<file path="config.mk">
export PLATFORM = sky130hd
export DESIGN_NAME = dmem_arbiter_2core
export DESIGN_NICKNAME = d
export VERILOG_FILES = /design/src/rtl/cache_pkg.sv /design/src/rtl/rr_arbiter_2.sv /design/src/rtl/dmem_arbiter_2core.sv
export SDC_FILE = /design/constraint.sdc
export NUM_CORES = 1
export LEC_CHECK = 0
export CORE_MARGIN = 1.5
export CORE_UTILIZATION = 25
export DETAILED_ROUTE_END_ITERATION = 8
export GPL_ROUTABILITY_DRIVEN = 0
export PLACE_DENSITY = 0.55
export SLEW_MARGIN = 20
export SYNTH_ARGS = -nofsm -noshare
export SYNTH_HDL_FRONTEND = slang
export SYNTH_SLANG_ARGS = --single-unit
</file>
<file path="constraint.sdc">
create_clock -name clk -period 3.65 [get_ports clk]
set_input_delay 0.73 -clock clk [delete_from_list [all_inputs] [get_ports clk]]
set_output_delay 0.73 -clock clk [all_outputs]
set_load 0.02 [all_outputs]
</file>
<file path="src/rtl/cache_pkg.sv">
// Shared types for the L1 miss path and the data-memory arbiter.
// Transaction bundle and arbiter state encoding live here.
package cache_pkg;

    localparam int DEF_ADDR_W = 10;
    localparam int DEF_DATA_W = 32;

    localparam logic [6:0] OPC_LOAD  = 7'b0000011;
    localparam logic [6:0] OPC_STORE = 7'b0100011;

    typedef enum logic [1:0] {
        ARB_IDLE,
        ARB_BUSY,
        ARB_DONE
    } arb_state_t;

    typedef struct packed {
        logic                  we;
        logic [DEF_ADDR_W-1:0] addr;
        logic [DEF_DATA_W-1:0] wdata;
        logic [3:0]            wstrb;
    } mem_txn_t;

endpackage

</file>
<file path="src/rtl/rr_arbiter_2.sv">
// Two-way round-robin winner select.
// The core that did not win last time takes a tie.
module rr_arbiter_2 (
    input  logic [1:0] req,
    input  logic       rr_last,
    output logic [1:0] gnt,
    output logic       valid
);

    always_comb begin
        gnt = 2'b00;
        case (req)
            2'b01:   gnt = 2'b01;
            2'b10:   gnt = 2'b10;
            2'b11:   gnt = rr_last ? 2'b01 : 2'b10;
            default: gnt = 2'b00;
        endcase
    end

    assign valid = |req;

endmodule

</file>
<file path="src/rtl/dmem_arbiter_2core.sv">
// Shares one data-memory port between two L1 miss paths.
// One transaction at a time: IDLE -> BUSY -> DONE, with timeout.
module dmem_arbiter_2core
    import cache_pkg::*;
#(
    parameter int ADDR_W      = DEF_ADDR_W,
    parameter int DATA_W      = DEF_DATA_W,
    parameter int TIMEOUT_CYC = 64
) (
    input  logic                   clk,
    input  logic                   reset,
    input  logic [1:0]             req_i,
    input  logic [1:0]             we_i,
    input  logic [1:0][ADDR_W-1:0] addr_i,
    input  logic [1:0][DATA_W-1:0] wdata_i,
    input  logic [1:0][3:0]        wstrb_i,
    output logic [1:0]             gnt_o,
    output logic [1:0]             rvalid_o,
    output logic [DATA_W-1:0]      rdata_o,
    output logic                   err_o,
    output logic                   busy_o,
    output logic                   mem_req_o,
    output logic                   mem_we_o,
    output logic [ADDR_W-1:0]      mem_addr_o,
    output logic [DATA_W-1:0]      mem_wdata_o,
    output logic [3:0]             mem_wstrb_o,
    input  logic                   mem_ready_i,
    input  logic [DATA_W-1:0]      mem_rdata_i
);

    localparam int CNT_W = (TIMEOUT_CYC > 2) ? $clog2(TIMEOUT_CYC) : 1;
    localparam logic [CNT_W-1:0] CNT_LAST = CNT_W'(TIMEOUT_CYC - 1);

    arb_state_t       state;
    mem_txn_t         txn;
    logic             owner;
    logic             rr_last;
    logic [CNT_W-1:0] cnt;

    logic [1:0] sel_gnt;
    logic       sel_valid;
    logic       win;

    rr_arbiter_2 u_rr (
        .req     (req_i),
        .rr_last (rr_last),
        .gnt     (sel_gnt),
        .valid   (sel_valid)
    );

    assign win = sel_gnt[1];

    always_ff @(posedge clk or negedge reset) begin
        if (!reset) begin
            state     <= ARB_IDLE;
            txn       <= '0;
            owner     <= 1'b0;
            rr_last   <= 1'b1;
            cnt       <= '0;
            gnt_o     <= 2'b00;
            rvalid_o  <= 2'b00;
            rdata_o   <= '0;
            err_o     <= 1'b0;
            mem_req_o <= 1'b0;
        end else begin
            gnt_o    <= 2'b00;
            rvalid_o <= 2'b00;
            unique case (state)
                ARB_IDLE: begin
                    if (sel_valid) begin
                        owner     <= win;
                        txn.we    <= we_i[win];
                        txn.addr  <= addr_i[win];
                        txn.wdata <= wdata_i[win];
                        txn.wstrb <= we_i[win] ? wstrb_i[win] : 4'hF;
                        gnt_o     <= sel_gnt;
                        cnt       <= '0;
                        mem_req_o <= 1'b1;
                        state     <= ARB_BUSY;
                    end
                end
                ARB_BUSY: begin
                    // A late ready still beats the timeout on the same cycle
                    if (mem_ready_i) begin
                        rdata_o   <= txn.we ? '0 : mem_rdata_i;
                        err_o     <= 1'b0;
                        mem_req_o <= 1'b0;
                        rvalid_o  <= owner ? 2'b10 : 2'b01;
                        state     <= ARB_DONE;
                    end else if (cnt == CNT_LAST) begin
                        rdata_o   <= '0;
                        err_o     <= 1'b1;
                        mem_req_o <= 1'b0;
                        rvalid_o  <= owner ? 2'b10 : 2'b01;
                        state     <= ARB_DONE;
                    end else begin
                        cnt <= cnt + 1'b1;
                    end
                end
                ARB_DONE: begin
                    rr_last <= owner;
                    state   <= ARB_IDLE;
                end
                default: state <= ARB_IDLE;
            endcase
        end
    end

    assign busy_o      = (state != ARB_IDLE);
    assign mem_we_o    = txn.we;
    assign mem_addr_o  = txn.addr;
    assign mem_wdata_o = txn.wdata;
    assign mem_wstrb_o = txn.wstrb;

endmodule

</file>
Word level (Yosys, flattened, before mapping)
Index checks and enable logic that the tools add are counted.
{"block": "totals", "register_bits": 95, "elab_cells": 69}
{"block": "op_classes", "addsub": 1, "n_lt_le_gt_ge": 1, "n_reduce_logical": 10, "mux": 34, "n_eq_ne": 10}
{"operator": "32-bit 2-to-1 mux", "count": 5}
{"operator": "10-bit 2-to-1 mux", "count": 2}
{"operator": "2-bit 2-to-1 mux", "count": 10}
{"operator": "6-bit 2-to-1 mux", "count": 3}
{"operator": "4-bit 2-to-1 mux", "count": 3}
{"operator": "6-bit case mux with 2 select lines", "count": 1}
{"operator": "1-bit 2-to-1 mux", "count": 7}
{"operator": "6-bit by 1-bit adder with 6-bit output, second input constant", "count": 1}
{"operator": "2-bit == test, second input constant", "count": 3}
{"operator": "6-bit == test, second input constant", "count": 1}
{"operator": "2-bit inequality test, second input constant", "count": 3}
{"operator": "2-bit case mux with 3 select lines", "count": 1}
{"operator": "2-bit AND reduction", "count": 3}
{"operator": "2-bit nonzero test", "count": 3}
{"operator": "2-bit by 1-bit == test with 1-bit output, second input constant", "count": 2}
{"operator": "2-bit case mux with 2 select lines", "count": 1}
{"operator": "4-bit AND reduction", "count": 1}
{"operator": "3-bit inequality test, second input constant", "count": 1}
{"operator": "3-bit AND reduction", "count": 1}
{"operator": "2-bit zero test", "count": 1}
{"operator": "1-bit by 2-bit less-than comparator with 1-bit output, second input constant", "count": 1}
{"operator": "1-bit case mux with 2 select lines", "count": 1}
{"operator": "2-bit OR reduction", "count": 1}

Logic depth before layout (Yosys ltp)
Gate-level depths: netlist of the first run.
{"block": "logic_depth", "ltp_word": 5, "depth_mapped": 6, "depth_no_buf": 5}

Modules after synthesis
A second synthesis of the first run with hierarchy kept.
{"block": "unflattened", "hier_cells": 412, "hier_area_um2": 4290.4}
{"mod": "dmem_arbiter_2core", "n_inst": 1, "seq_area_each_um2": 2378.5, "area_each_um2": 4265.3, "cells_per_inst": 408}
{"mod": "rr_arbiter_2", "n_inst": 1, "seq_area_each_um2": 0.0, "area_each_um2": 25.0, "cells_per_inst": 4}

Worst setup path after synthesis of the first run
Ideal clock, no wire load.
{"block": "synth_path", "path_type": "input port to flip-flop", "from": "input req_i[1]", "to": "register txn, in the netlist mem_addr_o[0]", "arrival_time_ns": 1.462, "cell_stages": 5, "path_buffers": 1, "required_time_ns": 3.530, "setup_slack_ns": 2.069, "cell_sequence": "a21boi_4 nand2_2 buf_2 o22ai_1 nor2_1"}
{"block": "synth_via", "elab_chain_len": 4}
{"element": "start, declared", "line_no": "dmem_arbiter_2core.sv:12", "rtl": "input logic [1:0] req_i,"}
{"element": "2-bit == test or 2-bit by 1-bit == test with 1-bit output (tied branches)", "line_no": "rr_arbiter_2.sv:12", "rtl": "case (req)"}
{"element": "2-bit case mux with 3 select lines", "line_no": "rr_arbiter_2.sv:12"}
{"element": "10-bit 2-to-1 mux (not written as such) (2 in a row)", "line_no": "dmem_arbiter_2core.sv:73", "rtl": "txn.addr <= addr_i[win];"}
{"element": "end, declared", "line_no": "dmem_arbiter_2core.sv:35", "rtl": "mem_txn_t txn;"}
Parallel ways exist; a longest one is shown, timed or not. The select of a mux whose other input is x is not followed.
A chain may end at the register's enable or synchronous reset.

Final worst setup path of the first run
{"block": "layout_path", "from": "register state[1]", "to": "output busy_o"}
{"block": "layout_via", "elab_chain_len": 1}
{"element": "start, declared", "line_no": "dmem_arbiter_2core.sv:34", "rtl": "arb_state_t state;"}
{"element": "start signal, assigned", "line_no": "dmem_arbiter_2core.sv:55", "rtl": "state <= ARB_IDLE;"}
{"element": "start signal, assigned", "line_no": "dmem_arbiter_2core.sv:79", "rtl": "state <= ARB_BUSY;"}
{"element": "start signal, assigned", "line_no": "dmem_arbiter_2core.sv:89", "rtl": "state <= ARB_DONE;"}
{"element": "2-bit nonzero test", "line_no": "dmem_arbiter_2core.sv:109", "rtl": "assign busy_o = (state != ARB_IDLE);"}
{"element": "end, declared", "line_no": "dmem_arbiter_2core.sv:21", "rtl": "output logic busy_o,"}
No other way between the ends.

==> metrics.cfg, run 1 <==
[outcome]
outcome = finished, final reports clean

[detailed_routing]
drtAntennaViolNets = 0
met3_length_um = 577
drt_iter0_markers = 90
wl_per_cell_um = 17.2
met2_length_um = 6420
drcViolationCount = 0
top_layer = met4
met1_length_um = 5580
num_vias = 3469
dr.pass1.iters = 4
wirelength_um = 12900
vias_per_cell = 4.64

[pwr]
irDropWorstVdd_mv = 0.309
leakage_uw = 0.00267
finalPower_uw = 5150
powerDensity_nw_per_um2 = 804

[floorplanning]
die_area_um2 = 16000
core_um2 = 14700
start_util_pct = 25.9
rows = 44
ioPinCount = 217
die_h_um = 126
die_w_um = 126

[clock_network]
cts_buffer_depth = 2
cts.sinks = 95
hold_buffers = 0
clk_latency_ps = 340
numCtsBuffers = 9
cts-htree-levels = 3
post_cts_buffers = 0
cts_tree = done
clkTransAtPathRegs_ps = 70
cts.repair.resized = 0
root_buffer = clkbuf_16

[yosys]
syn_inst = 343
synth_seq_cells = 95
syn_area_per_cell_um2 = 11.1
netlist_top_cells_area = dfrtp_1 62%, nor2_1 9.1%, a22o_1 8.1%, o22ai_1 6.9%, buf_4 1.2%
ys_seq_area_share_pct = 62.5
synth_top_cell_by_area = dfrtp_1
synth_nets = 475
synth_top_area_share_pct = 61.8
synth_edf_count = 0
synth_area_um2 = 3800
synth_cell_types = 36
yosys_warnings = 0
async_flop_share_pct = 100
yosys_most_used_dff = dfrtp_1

[worst_setup_path]
cp-end-kind = output port
critPathMaxFanout = 5
worstSetupStartpointType = flop
path_class = flop to output port
cp.required_ps = 2920
critical_path_arrival_ps = 1700

[grt]
grt_max_degree = 54
grt.total_usage_pct = 16.2
antenna_found_initial = 0
grt_pass1_vias = 3645
grt_pass1_wl_um = 20000
overflow = 0

[layout]
area_growth_pct = 68.3
fin_nets = 690
drive_gt1_share_pct = 6.04
diodes = 0
fin_area_um2 = 6400

[timing]
max-slew-margin-rel_pct = 52.3
skew_ps = 6.71
fmax_ghz = 0.411
setup_viol_count_final = 0
tightest_slew_ps = 716
hold_viol = 0
rsz0062_at_grt = no
layout_min_cycle_time_ps = 2430
tns_ps = 0
period_share_pct = 66.6
worst_hold_slack_ps = 433
finalMaxSlewViolations = 0

[placement]
port_buffers = 216
place_hpwl_um = 9530
dpl_cell_area_um2 = 6120

[min_path]
holdCritPathClass = flop to flop

[run]
cap_viol_max_count = 0

[routing by layer]
| layer | up-vias | global-route usage (%) |
|---|---|---|
| met2 | 109 | 27.4 |
| li1 | 1648 | - |
| met3 | 16 | 3.16 |
| met5 | - | 0 |
| met4 | 0 | 6.42 |
| met1 | 1696 | 20.5 |
[kinds of logic after synthesis]
| logic type | Yosys count | share of synthesized area [%] |
|---|---|---|
| buf+inv | 28 | 4.14 |
| simple gates | 113 | 12.6 |
| compound gates | 102 | 19.4 |
| fa+ha+maj | 1 | 0.329 |
| flops | 95 | 62.5 |
| mux | 4 | 1.05 |
[sequential cells by signal, summed over array words and instances (netlist names)]
register	flops
mem_wdata_o	32
err_o	1
rvalid_o	2
owner	1
state	2
mem_we_o	1
mem_addr_o	10
rr_last	1
cnt	6
mem_req_o	1
gnt_o	2
mem_wstrb_o	4
rdata_o	32
[path summary, 6_finish.rpt]
| check | startpoint | slack [ps] | end | cells past startpoint |
|---|---|---|---|---|
| max | state[1]$_DFFE_PN0P_ | 1220 | busy_o | 3 |
| min | owner$_DFFE_PN0P_ | 430 | rvalid_o[0]$_DFF_PN0_ | 1 |
| max reg2reg | state[1]$_DFFE_PN0P_ | 1580 | mem_wdata_o[29]$_DFFE_PN0P_ | 5 |
| min reg2reg | owner$_DFFE_PN0P_ | 430 | rvalid_o[0]$_DFF_PN0_ | 1 |
| max in group asynchronous | reset | 2420 | gnt_o[0]$_DFF_PN0_ | 2 |
| min in group asynchronous | reset | 440 | rdata_o[1]$_DFFE_PN0P_ | 1 |
[worst max-delay path, stage by stage, from the launching register on]
cell	delay, ps
dfrtp_1	420
nor2_2	330
inv_1	80
clkdlybuf4s50_1	540
[through the flow]
step / util, % / setup WS [ps] / instances
2_1_floorplan: - / 2070 / 343
3_3_place_gp: 41.7 / 1080 / 731
3_5_place_dp: 41.7 / 996 / 731
4_1_cts: 43.6 / 1210 / 747
5_1_grt: 43.6 / 1150 / 747
6_report: 43.6 / 1220 / 747
[Yosys cell counts, types with 2 or more instances]
library cell / count
a21oi_1: 8
a22o_1: 35
buf_2: 6
buf_4: 6
buf_6: 3
clkbuf_1: 4
dfrtp_1: 94
inv_1: 8
mux2i_1: 4
nand2_1: 4
nand3_1: 5
nor2_1: 92
nor2_2: 3
o21a_1: 2
o21ai_0: 5
o21ai_1: 3
o22ai_1: 42
[cell type report]
| type | instances | area (um^2) |
|---|---|---|
| well taps | 184 | 230 |
| fillers | 1383 | 8300 |
| flip-flops and latches | 95 | 2380 |
| repair buffers | 223 | 2210 |
| inverters | 9 | 33.8 |
| multi-input cells | 220 | 1270 |
| clock inverters | 2 | 15.0 |
| clock buffers | 14 | 264 |
[power by group]
part	switching (uW)	internal (uW)	total, uW	leakage (uW)
clock	385	500	886	0.000129
combinational	1320	1180	2500	0.00141
sequential	261	1500	1760	0.00113
[layout by cell type, fill, tap and decap left out, types with 2 or more instances in the layout]
master and n:
clkdlybuf4s50_1 215, clkbuf_1 3, clkbuf_16 9, nand3_1 5, o21ai_1 3, mux2i_1 4, clkinvlp_4 2, nand2_1 4
nor2_2 3, buf_4 8, nor2_1 92, inv_1 8, a21oi_1 8, dfrtp_1 94, o21ai_0 5, o22ai_1 42
clkbuf_8 2, a22o_1 35
No activity file was read; power rests on OpenSTA's default activity.
==> inputs of run 2 (changes only) <==
==> constraint.sdc (replaced) <==
create_clock -name clk -period 2.5 [get_ports clk]
set_input_delay 0.5 -clock clk [delete_from_list [all_inputs] [get_ports clk]]
set_output_delay 0.5 -clock clk [all_outputs]
set_load 0.02 [all_outputs]
==> run 2 against run 1 <==
  * Critical path depth unchanged
  * Via count increased by 1.4%
  * Non-clock buffer count increased by 3
  * First-iteration DRC count increased by 78%
  * Sequential cell count unchanged
  * Largest cell class unchanged
==> metrics.cfg, run 2 (synthesis gave the netlist of run 1 again) <==
[outcome]
outcome = finished, final reports clean  ; unchanged

[pwr]
p_int_uw = 4810  ; was 3180 uW
irDropWorstVdd_mv = 0.679  ; was 0.309 mV
pwr-share-comb_pct = 47.6  ; was 48.7%
clock_power_share_pct = 19.1  ; was 17.2%
powerDensity_nw_per_um2 = 1190  ; was 804 nW/um^2
leakage_uw = 0.00270  ; was 0.00267 uW
p_switching_uw = 2890  ; was 1970 uW
power.sequential.fraction_pct = 33.3  ; was 34.1%
p_sw_share_pct = 37.6  ; was 38.3%

[clock_network]
root_buffer = clkbuf_16  ; unchanged
clkTransAtPathRegs_ps = 70  ; about the same
cts.repair.resized = 0  ; unchanged
cts-htree-levels = 3  ; unchanged
post_cts_buffers = 0  ; unchanged
cts_tree = done  ; unchanged
cts.sinks = 95  ; unchanged
clk_latency_ps = 340  ; about the same
numCtsBuffers = 9  ; unchanged
hold_buffers = 0  ; unchanged
cts_buffer_depth = 2  ; unchanged

[placement]
port_buffers = 216  ; unchanged
post-place-ws_ps = 387  ; was 996 ps
place_hpwl_um = 9250  ; was 9530 um

[floorplanning]
core_um2 = 14700  ; unchanged
die_w_um = 126  ; unchanged
rows = 44  ; unchanged
start_util_pct = 25.9  ; unchanged
die_area_um2 = 16000  ; unchanged
die_h_um = 126  ; unchanged
ioPinCount = 217  ; unchanged

[detailed_routing]
num_vias = 3518  ; was 3,469
drt_iter0_markers = 160  ; was 90
dr.pass1.iters = 4  ; unchanged
drcViolationCount = 0  ; unchanged
drtAntennaViolNets = 0  ; unchanged
vias_per_cell = 4.69  ; was 4.64
wl_per_cell_um = 16.8  ; was 17.2 um
wirelength_um = 12600  ; was 12,900 um

[layout]
area_growth_pct = 70.2  ; was 68.3%
drive_gt1_share_pct = 6.71  ; was 6.04%
layout_commonest_cell = clkdlybuf4s50_1  ; unchanged
diodes = 0  ; unchanged
fill_cells = 1390  ; was 1,383
layout_common_cells = 215 x clkdlybuf4s50_1, 94 x dfrtp_1, 92 x nor2_1  ; unchanged
fin_nets = 693  ; was 690

[grt]
grt_pass1_vias = 3568  ; was 3,645
grt.total_usage_pct = 15.6  ; was 16.2%
grt_pass1_wl_um = 19400  ; was 20,000 um
antenna_found_initial = 1  ; was 0
grt_max_degree = 45  ; was 54
overflow = 0  ; unchanged

[timing]
hold_viol = 0  ; unchanged
tightest_slew_ps = 698  ; was 716 ps
layout_min_cycle_time_ps = 2140
rsz0062_at_grt = no  ; unchanged
tns_ps = 0  ; unchanged
finalMaxSlewViolations = 0  ; unchanged
timing.final.ws_setup_ps = 365  ; was 1220 ps
period_share_pct = 85.4
skew_ps = 6.85  ; was 6.71 ps
fmax_ghz = 0.468
max-slew-margin-rel_pct = 53.1  ; was 52.3%
setup_viol_count_final = 0  ; unchanged

[worst_setup_path]
reg2reg_depth = 6  ; was 5
cp_slowest_cell = clkdlybuf4s50_1  ; unchanged
r2r_setup_slack_ps = 770  ; was 1580 ps
slowest_delay_ps = 540  ; about the same
cp-end-kind = output port  ; unchanged
cp.required_ps = 2000  ; was 2920 ps
worstSetupStartpointType = flop  ; unchanged
critPathMaxFanout = 5  ; unchanged
critical_path_arrival_ps = 1640  ; was 1700 ps
crit_chain = nor2_2 > inv_1 > clkdlybuf4s50_1  ; unchanged
r2r_end = rdata_o[12]$_DFFE_PN0P_  ; was mem_wdata_o[29]$_DFFE_PN0P_
r2r_start = cnt[0]$_DFFE_PN0P_  ; was state[1]$_DFFE_PN0P_
path_class = flop to output port  ; unchanged

[run]
cap_viol_max_count = 0  ; unchanged

[min_path]
holdCritPathClass = input port to async pin  ; was flop to flop

-- run 2: worst max-delay path by stage --
stage	start	end	slack [ps]
after global placement	mem_ready_i	cnt[3]$_DFFE_PN0P_	420
final	state[1]$_DFFE_PN0P_	busy_o	360
after global routing	state[1]$_DFFE_PN0P_	busy_o	280
after floorplan	cnt[0]$_DFFE_PN0P_	rdata_o[0]$_DFFE_PN0P_	1050
after CTS	state[1]$_DFFE_PN0P_	busy_o	340
after detailed placement	mem_ready_i	cnt[3]$_DFFE_PN0P_	390
-- run 2: layer usage --
| layer | part of all wire, % | vias up | GRT usage [%] |
|---|---|---|---|
| met1 | 43 | 1727 | 19.2 |
| li1 | - | 1660 | - |
| met4 | 2.9 | 0 | 7.30 |
| met2 | 49 | 108 | 26.1 |
| met3 | 5.1 | 23 | 3.58 |
| met5 | 0 | - | 0 |
-- run 2: power by group through the flow --
| stage | Sequential, uW | Combinational [uW] | Clock (uW) |
|---|---|---|---|
| 2_1_floorplan | 3270 | 1170 | 0 |
| 3_3_place_gp | 2570 | 3660 | 0 |
| 3_5_place_dp | 2570 | 3710 | 0 |
| 4_1_cts | 2570 | 3710 | 1510 |
| 5_1_grt | 2640 | 3920 | 1580 |
| 6_report | 2560 | 3670 | 1470 |
-- run 2: final cells by class --
class,instances,area (um^2),share of cell area (%)
sequential,95,2380,36.7
timing repair buffer,226,2250,34.7
multi-input combinational,220,1270,19.6
clock buffer,11,233,3.59
tap,184,230,3.56
clock inverter,5,82.6,1.28
inverter,9,33.8,0.522
-- run 2: per-stage QoR --
step | std cells | utilization (%) | power (uW) | area, um^2 | hold WS [ps]
floorplan | 343 | - | 4440 | 3800 | 204
global placement | 734 | 41.9 | 6220 | 6160 | 419
detailed placement | 734 | 41.9 | 6280 | 6160 | 426
CTS | 750 | 44.1 | 7780 | 6470 | 143
global route | 750 | 44.1 | 8140 | 6470 | 165
finish | 750 | 44.1 | 7700 | 6470 | 125
-- run 2: worst max-delay path: cells and delay by family (launching register included) --
kind | cells | cell delay (ps)
flip-flops | 1 | 420
buffers and inverters | 2 | 610
AND/OR/NAND/NOR | 1 | 280
